--- src/rtl/mm_pkg.sv ---
// Shared types, default widths and the saturating-add helper for the matrix stream engine.
// The helper is only used when the MM_SAT_EN build option is defined.
package mm_pkg;

  typedef enum logic [1:0] {
    IDLE,
    MAC,
    EMIT,
    DONE
  } mm_state_e;

  localparam int DEF_DATA_WIDTH     = 8;
  localparam int DEF_MAX_DIM        = 4;
  localparam int DEF_OUT_DATA_WIDTH = 20;
  localparam int DEF_IDX_W          = 2;
  localparam int DEF_DIM_W          = 3;

  // Signed add clamped to the range of a 'width'-bit two's-complement value.
  function automatic logic signed [63:0] sat_add(input logic signed [63:0] a,
                                                 input logic signed [63:0] b,
                                                 input int unsigned        width);
    logic signed [63:0] sum;
    logic signed [63:0] hi;
    logic signed [63:0] lo;
    sum = a + b;
    hi  = (64'sd1 <<< (width - 1)) - 64'sd1;
    lo  = -hi - 64'sd1;
    if (sum > hi) return hi;
    if (sum < lo) return lo;
    return sum;
  endfunction

endpackage

--- src/rtl/mm_stream_engine_mac_unit.sv ---
// Signed multiply-accumulate with clear/enable; the accumulator saturates when
// MM_SAT_EN is defined and wraps modulo 2^OUT_DATA_WIDTH otherwise.
module mm_mac_unit
  import mm_pkg::*;
#(
  parameter int DATA_WIDTH     = DEF_DATA_WIDTH,
  parameter int OUT_DATA_WIDTH = DEF_OUT_DATA_WIDTH
) (
  input  logic                             clk,
  input  logic                             reset,
  input  logic                             clr,
  input  logic                             en,
  input  logic signed [DATA_WIDTH-1:0]     a,
  input  logic signed [DATA_WIDTH-1:0]     b,
  output logic signed [OUT_DATA_WIDTH-1:0] acc
);

  logic signed [2*DATA_WIDTH-1:0]   prod;
  logic signed [OUT_DATA_WIDTH-1:0] prod_ext;
  logic signed [OUT_DATA_WIDTH-1:0] acc_d;
  logic signed [OUT_DATA_WIDTH-1:0] acc_q;

  always_comb begin
    prod     = a * b;
    prod_ext = OUT_DATA_WIDTH'(prod);
    acc_d    = acc_q;
    if (clr) begin
      acc_d = '0;
    end else if (en) begin
`ifdef MM_SAT_EN
      acc_d = OUT_DATA_WIDTH'(sat_add(64'(acc_q), 64'(prod_ext), OUT_DATA_WIDTH));
`else
      acc_d = acc_q + prod_ext;
`endif
    end
  end

  always_ff @(posedge clk) begin
    if (reset) acc_q <= '0;
    else       acc_q <= acc_d;
  end

  assign acc = acc_q;

endmodule

--- src/rtl/mm_stream_engine.sv ---
// Sequential C = A*B engine: one MAC per cycle, results streamed row-major over valid/ready.
// Define MM_SAT_EN to make the accumulator saturate instead of wrap.
module mm_stream_engine
  import mm_pkg::*;
#(
  parameter int DATA_WIDTH     = DEF_DATA_WIDTH,
  parameter int MAX_DIM        = DEF_MAX_DIM,
  parameter int OUT_DATA_WIDTH = DEF_OUT_DATA_WIDTH,
  parameter int IDX_W          = DEF_IDX_W,
  parameter int DIM_W          = DEF_DIM_W
) (
  input  logic                             clk,
  input  logic                             reset,
  input  logic                             wr_en,
  input  logic                             wr_sel,
  input  logic [IDX_W-1:0]                 wr_row,
  input  logic [IDX_W-1:0]                 wr_col,
  input  logic signed [DATA_WIDTH-1:0]     wr_data,
  input  logic [DIM_W-1:0]                 dim_m,
  input  logic [DIM_W-1:0]                 dim_k,
  input  logic [DIM_W-1:0]                 dim_n,
  input  logic                             start,
  output logic                             busy,
  output logic                             cfg_err,
  output logic                             out_valid,
  input  logic                             out_ready,
  output logic [IDX_W-1:0]                 out_row,
  output logic [IDX_W-1:0]                 out_col,
  output logic signed [OUT_DATA_WIDTH-1:0] out_data,
  output logic                             done
);

  mm_state_e state_q, state_d;

  logic signed [DATA_WIDTH-1:0] mem_a_q [MAX_DIM][MAX_DIM];
  logic signed [DATA_WIDTH-1:0] mem_a_d [MAX_DIM][MAX_DIM];
  logic signed [DATA_WIDTH-1:0] mem_b_q [MAX_DIM][MAX_DIM];
  logic signed [DATA_WIDTH-1:0] mem_b_d [MAX_DIM][MAX_DIM];

  logic [DIM_W-1:0] dim_m_q, dim_m_d, dim_k_q, dim_k_d, dim_n_q, dim_n_d;
  logic [IDX_W-1:0] i_q, i_d, j_q, j_d;
  logic [DIM_W-1:0] k_q, k_d;
  logic [IDX_W-1:0] k_idx;

  logic [IDX_W-1:0]                 out_row_q, out_row_d, out_col_q, out_col_d;
  logic signed [OUT_DATA_WIDTH-1:0] out_data_q, out_data_d;
  logic                             cfg_err_q, cfg_err_d;

  logic                             mac_clr, mac_en;
  logic signed [DATA_WIDTH-1:0]     mac_a, mac_b;
  logic signed [OUT_DATA_WIDTH-1:0] acc;

  logic dims_ok, wr_in_range, last_elem, mac_active;

  mm_mac_unit #(
    .DATA_WIDTH    (DATA_WIDTH),
    .OUT_DATA_WIDTH(OUT_DATA_WIDTH)
  ) u_mac (
    .clk  (clk),
    .reset(reset),
    .clr  (mac_clr),
    .en   (mac_en),
    .a    (mac_a),
    .b    (mac_b),
    .acc  (acc)
  );

  assign dims_ok = (dim_m != '0) && (int'(dim_m) <= MAX_DIM) &&
                   (dim_k != '0) && (int'(dim_k) <= MAX_DIM) &&
                   (dim_n != '0) && (int'(dim_n) <= MAX_DIM);
  assign wr_in_range = (int'(wr_row) < MAX_DIM) && (int'(wr_col) < MAX_DIM);
  assign last_elem   = (DIM_W'(i_q) == dim_m_q - DIM_W'(1)) &&
                       (DIM_W'(j_q) == dim_n_q - DIM_W'(1));
  assign mac_active  = (k_q < dim_k_q);
  assign k_idx       = k_q[IDX_W-1:0];

  always_comb begin
    state_d    = state_q;
    mem_a_d    = mem_a_q;
    mem_b_d    = mem_b_q;
    dim_m_d    = dim_m_q;
    dim_k_d    = dim_k_q;
    dim_n_d    = dim_n_q;
    i_d        = i_q;
    j_d        = j_q;
    k_d        = k_q;
    out_row_d  = out_row_q;
    out_col_d  = out_col_q;
    out_data_d = out_data_q;
    cfg_err_d  = 1'b0;
    mac_clr    = 1'b0;
    mac_en     = 1'b0;
    mac_a      = '0;
    mac_b      = '0;
    if (mac_active) begin
      mac_a = mem_a_q[i_q][k_idx];
      mac_b = mem_b_q[k_idx][j_q];
    end

    case (state_q)
      IDLE: begin
        if (wr_en && wr_in_range) begin
          if (wr_sel) mem_b_d[wr_row][wr_col] = wr_data;
          else        mem_a_d[wr_row][wr_col] = wr_data;
        end
        if (start) begin
          if (dims_ok) begin
            dim_m_d = dim_m;
            dim_k_d = dim_k;
            dim_n_d = dim_n;
            i_d     = '0;
            j_d     = '0;
            k_d     = '0;
            mac_clr = 1'b1;
            state_d = MAC;
          end else begin
            cfg_err_d = 1'b1;
          end
        end
      end
      // k runs 0..dim_k: dim_k accumulate cycles, then one cycle to register the result.
      MAC: begin
        if (mac_active) begin
          mac_en = 1'b1;
          k_d    = k_q + DIM_W'(1);
        end else begin
          out_data_d = acc;
          out_row_d  = i_q;
          out_col_d  = j_q;
          state_d    = EMIT;
        end
      end
      EMIT: begin
        if (out_ready) begin
          if (last_elem) begin
            state_d = DONE;
          end else begin
            if (DIM_W'(j_q) == dim_n_q - DIM_W'(1)) begin
              j_d = '0;
              i_d = i_q + IDX_W'(1);
            end else begin
              j_d = j_q + IDX_W'(1);
            end
            k_d     = '0;
            mac_clr = 1'b1;
            state_d = MAC;
          end
        end
      end
      DONE:    state_d = IDLE;
      default: state_d = IDLE;
    endcase
  end

  always_ff @(posedge clk) begin
    if (reset) begin
      state_q    <= IDLE;
      mem_a_q    <= '{default: '0};
      mem_b_q    <= '{default: '0};
      dim_m_q    <= '0;
      dim_k_q    <= '0;
      dim_n_q    <= '0;
      i_q        <= '0;
      j_q        <= '0;
      k_q        <= '0;
      out_row_q  <= '0;
      out_col_q  <= '0;
      out_data_q <= '0;
      cfg_err_q  <= 1'b0;
    end else begin
      state_q    <= state_d;
      mem_a_q    <= mem_a_d;
      mem_b_q    <= mem_b_d;
      dim_m_q    <= dim_m_d;
      dim_k_q    <= dim_k_d;
      dim_n_q    <= dim_n_d;
      i_q        <= i_d;
      j_q        <= j_d;
      k_q        <= k_d;
      out_row_q  <= out_row_d;
      out_col_q  <= out_col_d;
      out_data_q <= out_data_d;
      cfg_err_q  <= cfg_err_d;
    end
  end

  assign busy      = (state_q != IDLE);
  assign cfg_err   = cfg_err_q;
  assign out_valid = (state_q == EMIT);
  assign out_row   = out_row_q;
  assign out_col   = out_col_q;
  assign out_data  = out_data_q;
  assign done      = (state_q == DONE);

endmodule

--- config.mk ---
export PLATFORM = sky130hd
export DESIGN_NAME = mm_stream_engine
export DESIGN_NICKNAME = d
export VERILOG_FILES = /design/src/rtl/mm_pkg.sv /design/src/rtl/mm_stream_engine_mac_unit.sv /design/src/rtl/mm_stream_engine.sv
export SDC_FILE = /design/constraint.sdc
export NUM_CORES = 1
export LEC_CHECK = 0
export ABC_AREA = 0
export BUFFER_PORTS_ARGS = -buffer_cell sky130_fd_sc_hd__buf_4
export CAP_MARGIN = 40
export CORE_UTILIZATION = 60
export CTS_BUF_LIST = sky130_fd_sc_hd__clkbuf_4
export DETAILED_ROUTE_END_ITERATION = 8
export PLACE_DENSITY_LB_ADDON = 0.08
export SLEW_MARGIN = 20
export SYNTH_ARGS = -nofsm -noshare
export SYNTH_HDL_FRONTEND = slang
export SYNTH_SLANG_ARGS = --single-unit
export TNS_END_PERCENT = 5
--- constraint.sdc ---
create_clock -name clk -period 7.8 [get_ports clk]
set_input_delay 0.78 -clock clk [delete_from_list [all_inputs] [get_ports clk]]
set_output_delay 0.78 -clock clk [all_outputs]
set_load 0.1 [all_outputs]
# Yosys cells after proc, flatten, opt, wreduce, memory -nomap -nowiden
# Index checks and enable logic that the tools add are counted.
# totals
elab_cells	158
regBits	319
output_inout_bits	28
# classes
n_eq_ne	12
mul	1
n_bitwise	9
n_lt_le_gt_ge	11
add_sub_neg	6
mux	50
reduce_logical	25
# op_table
cell	count
$bwmux W128	2
$mux W32	5
$bmux W32 S2	2
$demux W32 S2	1
$mux W8	7
$bmux W8 S2	2
$mux W2	13
$add A20 B16 Y20	1
$demux W8 S2	1
$mul A8 B8 Y16	1
$ge A3 B3 Y1 const B	5
$mux W3	5
$not A2 Y3	5
$reduce_and A6 Y1	2
$reduce_bool A3 Y1	4
$ne A2 B2 Y1 const B	5
$le A3 B3 Y1 const B	3
$pmux W3 S3	1
$reduce_and A3 Y1	3
$logic_and A1 B1 Y1	8
$pmux W2 S2	2
$pmux W2 S4	1
$mux W1	7
$eq A2 B3 Y1	2
17 further kinds	26

# Longest topological paths before layout
# Gate-level depths: netlist (run 1).
# depth
word_depth	10
ltp_mapped	25

# By module
# A second synthesis (run 1) with hierarchy kept.
# unflattened
cells_unflattened	1836
hier_area_um2	17484.3
# by_module_without_submodules
mod	cells_per_inst	area_each_um2	instances
mm_stream_engine	1381	13181.4	1
mm_mac_unit	455	4302.9	1

# Worst setup path after synthesis (run 1)
# OpenSTA, ideal clock, no wires.
# synth_path
path_kind	reg-to-reg
startpoint	register k_q[0]
endpoint	register u_mac.acc_q[14] (netlist: u_mac.acc[14])
arrival_ps	6649
path_buffers	3
setup_ps	70
slack_ps	1080
stages_incl_launch_ff	25
cell_sequence	dfxtp_1 -> buf_6 -> buf_8 -> buf_2 -> mux4_2 -> mux4_2 -> inv_2 -> nor2_2 -> inv_2 -> fa_1 -> inv_1 -> fa_1 -> inv_1 -> fa_1 -> fa_1 -> inv_1 -> fa_1 -> ha_1 -> and3_1 -> a221o_1 -> a311o_1 -> a21oi_1 -> xnor2_1 -> nand2_1 -> a21oi_1
# synth_via
elab_chain_len	10
word_cells_on_any_way	17
classes_between	add/sub (1); mul (1); order compare (1); mux (13); bitwise (1)
# synth_rtl
item	line	text
start: declaration	mm_stream_engine.sv:42	logic [DIM_W-1:0] k_q, k_d;
start signal: assignment	mm_stream_engine.sv:179	k_q <= k_d;
$not A2 Y3 (not written as such)	mm_stream_engine.sv:96, mm_stream_engine.sv:97	
$bmux W32 S2	mm_stream_engine.sv:97	mac_b = mem_b_q[k_idx][j_q];
$mux W32 (not written as such) (2 in series)	mm_stream_engine.sv:97	
$bmux W8 S2	mm_stream_engine.sv:97	
$mux W8 (not written as such) (2 in series)	mm_stream_engine.sv:97	
$mux W8	mm_stream_engine.sv:95	if (mac_active) begin
$mul A8 B8 Y16	mm_stream_engine_mac_unit.sv:24	prod = a * b;
$add A20 B16 Y20	mm_stream_engine_mac_unit.sv:33	acc_d = acc_q + prod_ext;
end signal: assignment	mm_stream_engine_mac_unit.sv:39	if (reset) acc_q <= '0;
end signal: assignment	mm_stream_engine_mac_unit.sv:40	else acc_q <= acc_d;
end: declaration	mm_stream_engine_mac_unit.sv:21	logic signed [OUT_DATA_WIDTH-1:0] acc_q;
# Several ways; a longest one is shown, not always the timed one. The select of a mux whose other input is x is not followed.
# A chain may end at the register's enable or synchronous reset.

# Worst setup path after layout (run 1)
# Same ends and word-level chain as after synthesis.

==> impl_metrics.toml, run 1 <==
[run_status]
result_of_the_run = "completed"

[drt]
met2_wirelength_microns = 21000
iteration_0_drc_count_of_the_detailed_router = 1048
highest-signal-layer = "met5"
total_wirelength_microns = 43500
avgRoutedWirePerCell_microns = 18.4
vias = 13774
vias_per_cell = 5.83
detailroute.wirelength.met3_microns = 2840
wl_met1_microns = 18600
post-route-drc-count = 0
dr_pass1_iterations = 8
antenna_left = 0

[power_and_ir_drop]
p_int_mw = 2.52
total_switching_power_uw = 859
power.leakage_nw = 7.64
total_power_mw = 3.38
power_density_nw_per_um2 = 176
power.share.switching_pct = 25.5
comb_power_share_pct = 6.4
clockPowerShare_pct = 44.4
part_of_the_total_power_dissipated_in_sequential_elements_pct = 49.2
vdd_drop_max_mv = 0.157

[synthesis]
synth_cells = 1876
synth_largest_type_area_fraction_pct = 36.5
synth-async-reset-ratio_pct = 0
ys_warnings = 0
synth-seq-area-share_pct = 36.5
syn-num-nets = 2042
synth-seq-cells = 319
yosys.area.top_type = "sky130_fd_sc_hd__dfxtp_1"
synthTopCellsByArea = "sky130_fd_sc_hd__dfxtp_1 (36%), sky130_fd_sc_hd__fa_1 (10%), sky130_fd_sc_hd__mux4_2 (9.0%), sky130_fd_sc_hd__mux2i_1 (7.0%), sky130_fd_sc_hd__nand2_1 (6.2%)"
synth.avg_cell_area_sq_um = 9.33
synthesis.area_sq_um = 17500
synth_enable_flop_cells = 0
synth_flop_cell = "sky130_fd_sc_hd__dfxtp_1"
synth.distinct_cells = 60

[sta]
max_freq_mhz = 140
rsz_0062_raised_after_global_routing = "no"
timing_max_transition_violations_final = 0
timing.setup.tns_ps = 0
tightest_slew_ps = 1140
hold_violations = 0
maxSlewHeadroom_pct = 24.3
min_clock_period_post_route_ps = 7120
clock-skew-final_ps = 58.9
finalCritPeriodShare_pct = 91.3
finalSetupViolCount = 0

[global_route]
antenna_found_initial = 2
pin_count_of_the_biggest_net_entering_global_routing = 167
first_global_vias = 13717
grt_first_pass_wirelength_microns = 71200
grt.total_usage_pct = 29.6
globalRouteOverflowTotal = 0

[floorplan]
fp.dieW_microns = 173
dieArea_sq_um = 29900
dieHeight_microns = 173
io-pin-count = 55
core_area_sq_um = 28700
start_util_pct = 61.0
floorplan.rows = 62

[clocking]
clock-root-buffer = "sky130_fd_sc_hd__clkbuf_4"
cts.clk_slew.worst_paths_ps = 70
htree_num_levels = 3
cts_hold_repair.buffers = 0
tritoncts_buffer_count = 84
post_cts_resized = 0
clkSinkCount = 319
cts_max_path_buffers = 3
tritoncts = "done"
number_of_buffers_inserted_to_repair_setup_after_cts = 0
latest_clock_arrival_within_the_worst_skew_pair_ps = 730

[setup_path]
critPathArrivalTime_ps = 7760
critical_path_class = "reg -> reg"
r2r_start = "k_q[0]"
worstSetupStartpoint = "k_q[0]"
rr_worst_depth = 19
cp-start-kind = "register"
worstPathMaxFanout = 31
crit_required_ps = 8440
critPathCaptureType = "register"
regToRegSetupSlack_ps = 680
reg2reg_end = "u_mac.acc[14]"

[min_path]
hp-start = "dim_k[0]"
hp-class = "in -> reg"
min_delay_worst_endpoint = "dim_k_q[0]"
holdPathStages = 3

[cells_and_area]
nFillCells = 2375
area.growth.synth_to_final_pct = 9.82
layout.cells.most_common = "sky130_fd_sc_hd__dfxtp_1"
mostFrequentLayoutCells = "sky130_fd_sc_hd__dfxtp_1 (316), sky130_fd_sc_hd__nand2_1 (291), sky130_fd_sc_hd__a21oi_1 (204), sky130_fd_sc_hd__nor2_1 (188), sky130_fd_sc_hd__nand3_1 (161)"
finish.net_count = 2090
layout-drive-gt1-share_pct = 17.0

[placed_design]
port_buffers = 54
dp_hpwl_microns = 29200
routabilityCongestion = 0.904

[flow_run]
max_capacitance_violation_count = 0
-- state kept, by name, indices dropped and copies added, names as in the netlist, 3 cells and up --
| register | cells |
|---|---|
| dim_k_q | 3 |
| mem_b_q | 128 |
| u_mac.acc | 20 |
| k_q | 3 |
| dim_n_q | 3 |
| dim_m_q | 3 |
| out_data | 20 |
| mem_a_q | 128 |
-- final cells by class --
cell class	instances	area, sq um	share of cell area (%)
Antenna cell	1	2.50	0.0130
Clock buffer	120	901	4.69
Clock inverter	21	176	0.918
Inverter	106	398	2.07
Multi-Input combinational cell	1325	10200	52.8
Sequential cell	319	6390	33.3
Tap cell	384	480	2.50
Timing Repair Buffer	88	714	3.72
-- synthesized netlist by cell type (4+ instances only) --
cell / count
sky130_fd_sc_hd__nand3_2: 5
sky130_fd_sc_hd__ha_1: 50
sky130_fd_sc_hd__xnor2_1: 23
sky130_fd_sc_hd__and2_1: 7
sky130_fd_sc_hd__inv_1: 98
sky130_fd_sc_hd__inv_2: 7
sky130_fd_sc_hd__nor2_1: 190
sky130_fd_sc_hd__nand2_1: 291
sky130_fd_sc_hd__nand4_1: 6
sky130_fd_sc_hd__clkbuf_1: 88
sky130_fd_sc_hd__nand2b_1: 9
sky130_fd_sc_hd__a21oi_1: 205
sky130_fd_sc_hd__mux4_1: 5
sky130_fd_sc_hd__mux4_2: 70
sky130_fd_sc_hd__buf_4: 4
sky130_fd_sc_hd__nor2_4: 5
sky130_fd_sc_hd__dfxtp_1: 319
sky130_fd_sc_hd__nand3_1: 161
sky130_fd_sc_hd__mux2i_1: 122
sky130_fd_sc_hd__xor2_1: 10
sky130_fd_sc_hd__nor3_4: 6
sky130_fd_sc_hd__buf_1: 4
sky130_fd_sc_hd__a21o_1: 5
sky130_fd_sc_hd__nor3_1: 4
sky130_fd_sc_hd__o21ai_0: 5
sky130_fd_sc_hd__fa_1: 89
sky130_fd_sc_hd__buf_2: 24
sky130_fd_sc_hd__nor2b_1: 5
-- routing by layer --
| layer | track usage, % | up-vias |
|---|---|---|
| li1 | - | 6494 |
| met1 | 39.7 | 6712 |
| met2 | 48.7 | 470 |
| met3 | 4.60 | 96 |
| met4 | 11.4 | 2 |
| met5 | 0 | - |
-- worst max-delay path by stage --
stage / endpoint / slack, ps / depth (start not counted)
6_report: u_mac.acc[14] / 680 / 19
3_5_place_dp: u_mac.acc[14] / 700 / 19
3_3_place_gp: u_mac.acc[14] / 750 / 19
5_1_grt: u_mac.acc[14] / 380 / 19
4_1_cts: u_mac.acc[14] / 670 / 19
2_1_floorplan: u_mac.acc[14] / 1080 / 24
-- through the flow --
| step | cells | worst slack [ps] | cell area, sq um | util [%] | hold slack [ps] |
|---|---|---|---|---|---|
| floorplan | 1876 | 1080 | 17500 | - | 432 |
| global placement | 2217 | 747 | 18100 | 62.9 | 438 |
| detailed placement | 2221 | 696 | 18100 | 63.1 | 444 |
| CTS | 2362 | 673 | 19200 | 66.9 | 259 |
| global route | 2364 | 382 | 19200 | 67.0 | 266 |
| finish | 2364 | 681 | 19200 | 67.0 | 322 |
-- cell families after synthesis --
group | after synthesis | synth area share, %
flip-flops | 319 | 36.5
adder cells (fa/ha/maj) | 139 | 13.8
AO/OA/AOI/OAI | 241 | 7.38
buffers and inverters | 232 | 5.58
AND/OR/NAND/NOR | 715 | 18.4
multiplexers | 197 | 16.7
XOR/XNOR | 33 | 1.65
-- critical path: stages, from the launching register on --
cell                      delay, ps
sky130_fd_sc_hd__dfxtp_4        770
sky130_fd_sc_hd__buf_4          430
sky130_fd_sc_hd__mux4_1         580
sky130_fd_sc_hd__mux4_2         470
sky130_fd_sc_hd__and2_1         260
sky130_fd_sc_hd__nand2_1        120
sky130_fd_sc_hd__fa_1           440
sky130_fd_sc_hd__fa_1           570
sky130_fd_sc_hd__fa_1           440
sky130_fd_sc_hd__fa_1           540
sky130_fd_sc_hd__inv_1           50
sky130_fd_sc_hd__fa_1           460
sky130_fd_sc_hd__ha_1           370
sky130_fd_sc_hd__and3_1         170
sky130_fd_sc_hd__a221o_1        410
sky130_fd_sc_hd__a311o_1        380
sky130_fd_sc_hd__a21oi_1        190
sky130_fd_sc_hd__xnor2_1        140
sky130_fd_sc_hd__nand2_1         70
sky130_fd_sc_hd__a21oi_1        140
-- power by group through the flow --
stage	clock network (mW)	registers (mW)	logic (mW)
floorplan	0	1.69	0.165
global placement	0	1.70	0.210
detailed placement	0	1.70	0.215
CTS	1.53	1.66	0.215
global route	1.62	1.66	0.231
finish	1.50	1.66	0.217
Note: power is estimated with default switching activity, not from simulation.
==> run 2, diff against run 1 <==
Settings changed: CTS_CLUSTER_DIAMETER set to 200, REMOVE_ABC_BUFFERS set to 1.
==> impl_metrics.toml, run 2 (synthesized netlist as in run 1, its figures left out) <==
[clocking]
clkSinkCount = 319
cts_max_path_buffers = 3
tritoncts = "done"
cts.clk_slew.worst_paths_ps = 70
post_cts_resized = 0
clock-root-buffer = "sky130_fd_sc_hd__clkbuf_4"
htree_num_levels = 3
cts_hold_repair.buffers = 0
tritoncts_buffer_count = 86
number_of_buffers_inserted_to_repair_setup_after_cts = 0
latest_clock_arrival_within_the_worst_skew_pair_ps = 740

[power_and_ir_drop]
power_density_nw_per_um2 = 174
vdd_drop_max_mv = 0.163
power.leakage_nw = 7.66

[floorplan]
fp.dieW_microns = 173
core_area_sq_um = 28700
floorplan.rows = 62
io-pin-count = 55
start_util_pct = 61.0
dieArea_sq_um = 29900
dieHeight_microns = 173

[global_route]
first_global_vias = 13588
pin_count_of_the_biggest_net_entering_global_routing = 200
antenna_found_initial = 1
grt_first_pass_wirelength_microns = 71000
globalRouteOverflowTotal = 0
grt.total_usage_pct = 29.6

[setup_path]
worstPathMaxFanout = 31
critical_path_class = "reg -> reg"
rr_worst_depth = 20
r2r_start = "k_q[0]"
critPathArrivalTime_ps = 7610
critPathCaptureType = "register"
regToRegSetupSlack_ps = 830
reg2reg_end = "u_mac.acc[14]"
cp-start-kind = "register"
crit_required_ps = 8440

[cells_and_area]
largest_registers = "mem_a_q x128, mem_b_q x128"
layout-drive-gt1-share_pct = 17.2
layout.cells.most_common = "sky130_fd_sc_hd__dfxtp_1"
mostFrequentLayoutCells = "sky130_fd_sc_hd__dfxtp_1 (316), sky130_fd_sc_hd__nand2_1 (291), sky130_fd_sc_hd__a21oi_1 (204), sky130_fd_sc_hd__nor2_1 (187), sky130_fd_sc_hd__nand3_1 (161)"
finish.net_count = 2095
fin_cells = 2374
nFillCells = 2440
area.growth.synth_to_final_pct = 9.89

[sta]
timing_max_transition_violations_final = 0
finalSetupViolCount = 0
finalCritPeriodShare_pct = 89.4
rsz_0062_raised_after_global_routing = "no"
max_freq_mhz = 143
maxSlewHeadroom_pct = 30.4
whs_ps = 304
timing.setup.tns_ps = 0
min_clock_period_post_route_ps = 6970
clock-skew-final_ps = 36.8
hold_violations = 0
tightest_slew_ps = 1040

[placed_design]
routabilityCongestion = 0.882
port_buffers = 54
placed_cells = 2222
dp_hpwl_microns = 28900

[run_status]
result_of_the_run = "completed"

[min_path]
min_delay_worst_endpoint = "dim_m_q[1]"
hp-class = "in -> reg"
holdPathStages = 3
hp-start = "dim_m[1]"

[drt]
antenna_left = 0
vias = 13786
total_wirelength_microns = 43800
dr_pass1_iterations = 5
avgRoutedWirePerCell_microns = 18.5
post-route-drc-count = 0
iteration_0_drc_count_of_the_detailed_router = 1100
vias_per_cell = 5.81

[flow_run]
max_capacitance_violation_count = 0
run 2: cell types whose count changed in the layout (fill, tap and decap cells not counted), moves of 2 or more:
| cell | before | now |
|---|---|---|
| sky130_fd_sc_hd__clkinv_1 | 13 | 17 |
| sky130_fd_sc_hd__buf_4 | 81 | 84 |
| sky130_fd_sc_hd__buf_8 | 5 | 2 |
| sky130_fd_sc_hd__buf_6 | 1 | 3 |
| sky130_fd_sc_hd__bufinv_16 | 3 | 1 |
| sky130_fd_sc_hd__clkbuf_4 | 120 | 122 |
run 2: report_power, final:
part,switching [mW],internal [mW]
sequential,0.0123,1.64
clock,0.707,0.757
combinational,0.159,0.0699
run 2: layout make-up:
type | count | area, sq um | area share, %
inverter | 106 | 398 | 2.07
sequential | 319 | 6390 | 33.2
multi-input combinational | 1325 | 10200 | 52.8
timing repair buffer | 91 | 734 | 3.82
tap | 384 | 480 | 2.50
antenna | 1 | 2.50 | 0.0130
clock inverter | 26 | 154 | 0.800
clock buffer | 122 | 916 | 4.76
run 2: critical path, stage by stage (launching register included):
cell                       delay, ps
sky130_fd_sc_hd__dfxtp_4         540
sky130_fd_sc_hd__buf_12          280
sky130_fd_sc_hd__buf_4           250
sky130_fd_sc_hd__mux4_2          580
sky130_fd_sc_hd__mux4_2          540
sky130_fd_sc_hd__and2_1          260
sky130_fd_sc_hd__nand2b_1        130
sky130_fd_sc_hd__fa_1            420
sky130_fd_sc_hd__fa_1            520
sky130_fd_sc_hd__fa_1            440
sky130_fd_sc_hd__fa_1            540
sky130_fd_sc_hd__inv_1            50
sky130_fd_sc_hd__fa_1            450
sky130_fd_sc_hd__ha_1            370
sky130_fd_sc_hd__and3_1          170
sky130_fd_sc_hd__a221o_1         430
sky130_fd_sc_hd__a311o_1         370
sky130_fd_sc_hd__a21oi_1         170
sky130_fd_sc_hd__xnor2_1         140
sky130_fd_sc_hd__nand2_1          70
sky130_fd_sc_hd__a21oi_1         140
run 2: how the worst max path moves through the flow:
stage | from | end | slack, ps
2_1_floorplan | k_q[0] | u_mac.acc[14] | -1020
3_3_place_gp | k_q[0] | u_mac.acc[14] | 730
3_5_place_dp | k_q[0] | u_mac.acc[14] | 680
4_1_cts | k_q[0] | u_mac.acc[14] | 650
5_1_grt | k_q[0] | u_mac.acc[14] | 430
6_report | k_q[0] | u_mac.acc[14] | 830
run 2: per-layer routing:
layer	part of all wire, %	GRT usage (%)	wire length [microns]	vias to the layer above
met1	43	39.8	18700	6730
met2	48	47.9	20900	461
met5	0	0	0	-
met4	2.8	10.5	1240	0
met3	6.9	5.78	3020	86
li1	-	-	-	6509
run 2: stage by stage:
| step | cell area (sq um) | utilization, % | setup slack, ps | power (mW) |
|---|---|---|---|---|
| after CTS | 19200 | 66.8 | 645 | 3.38 |
| after floorplan | 16900 | - | -1020 | 1.80 |
| after global routing | 19200 | 67.0 | 426 | 3.48 |
| after global placement | 18100 | 63.0 | 732 | 1.91 |
| final | 19200 | 67.0 | 829 | 3.35 |
| after detailed placement | 18100 | 63.1 | 681 | 1.91 |
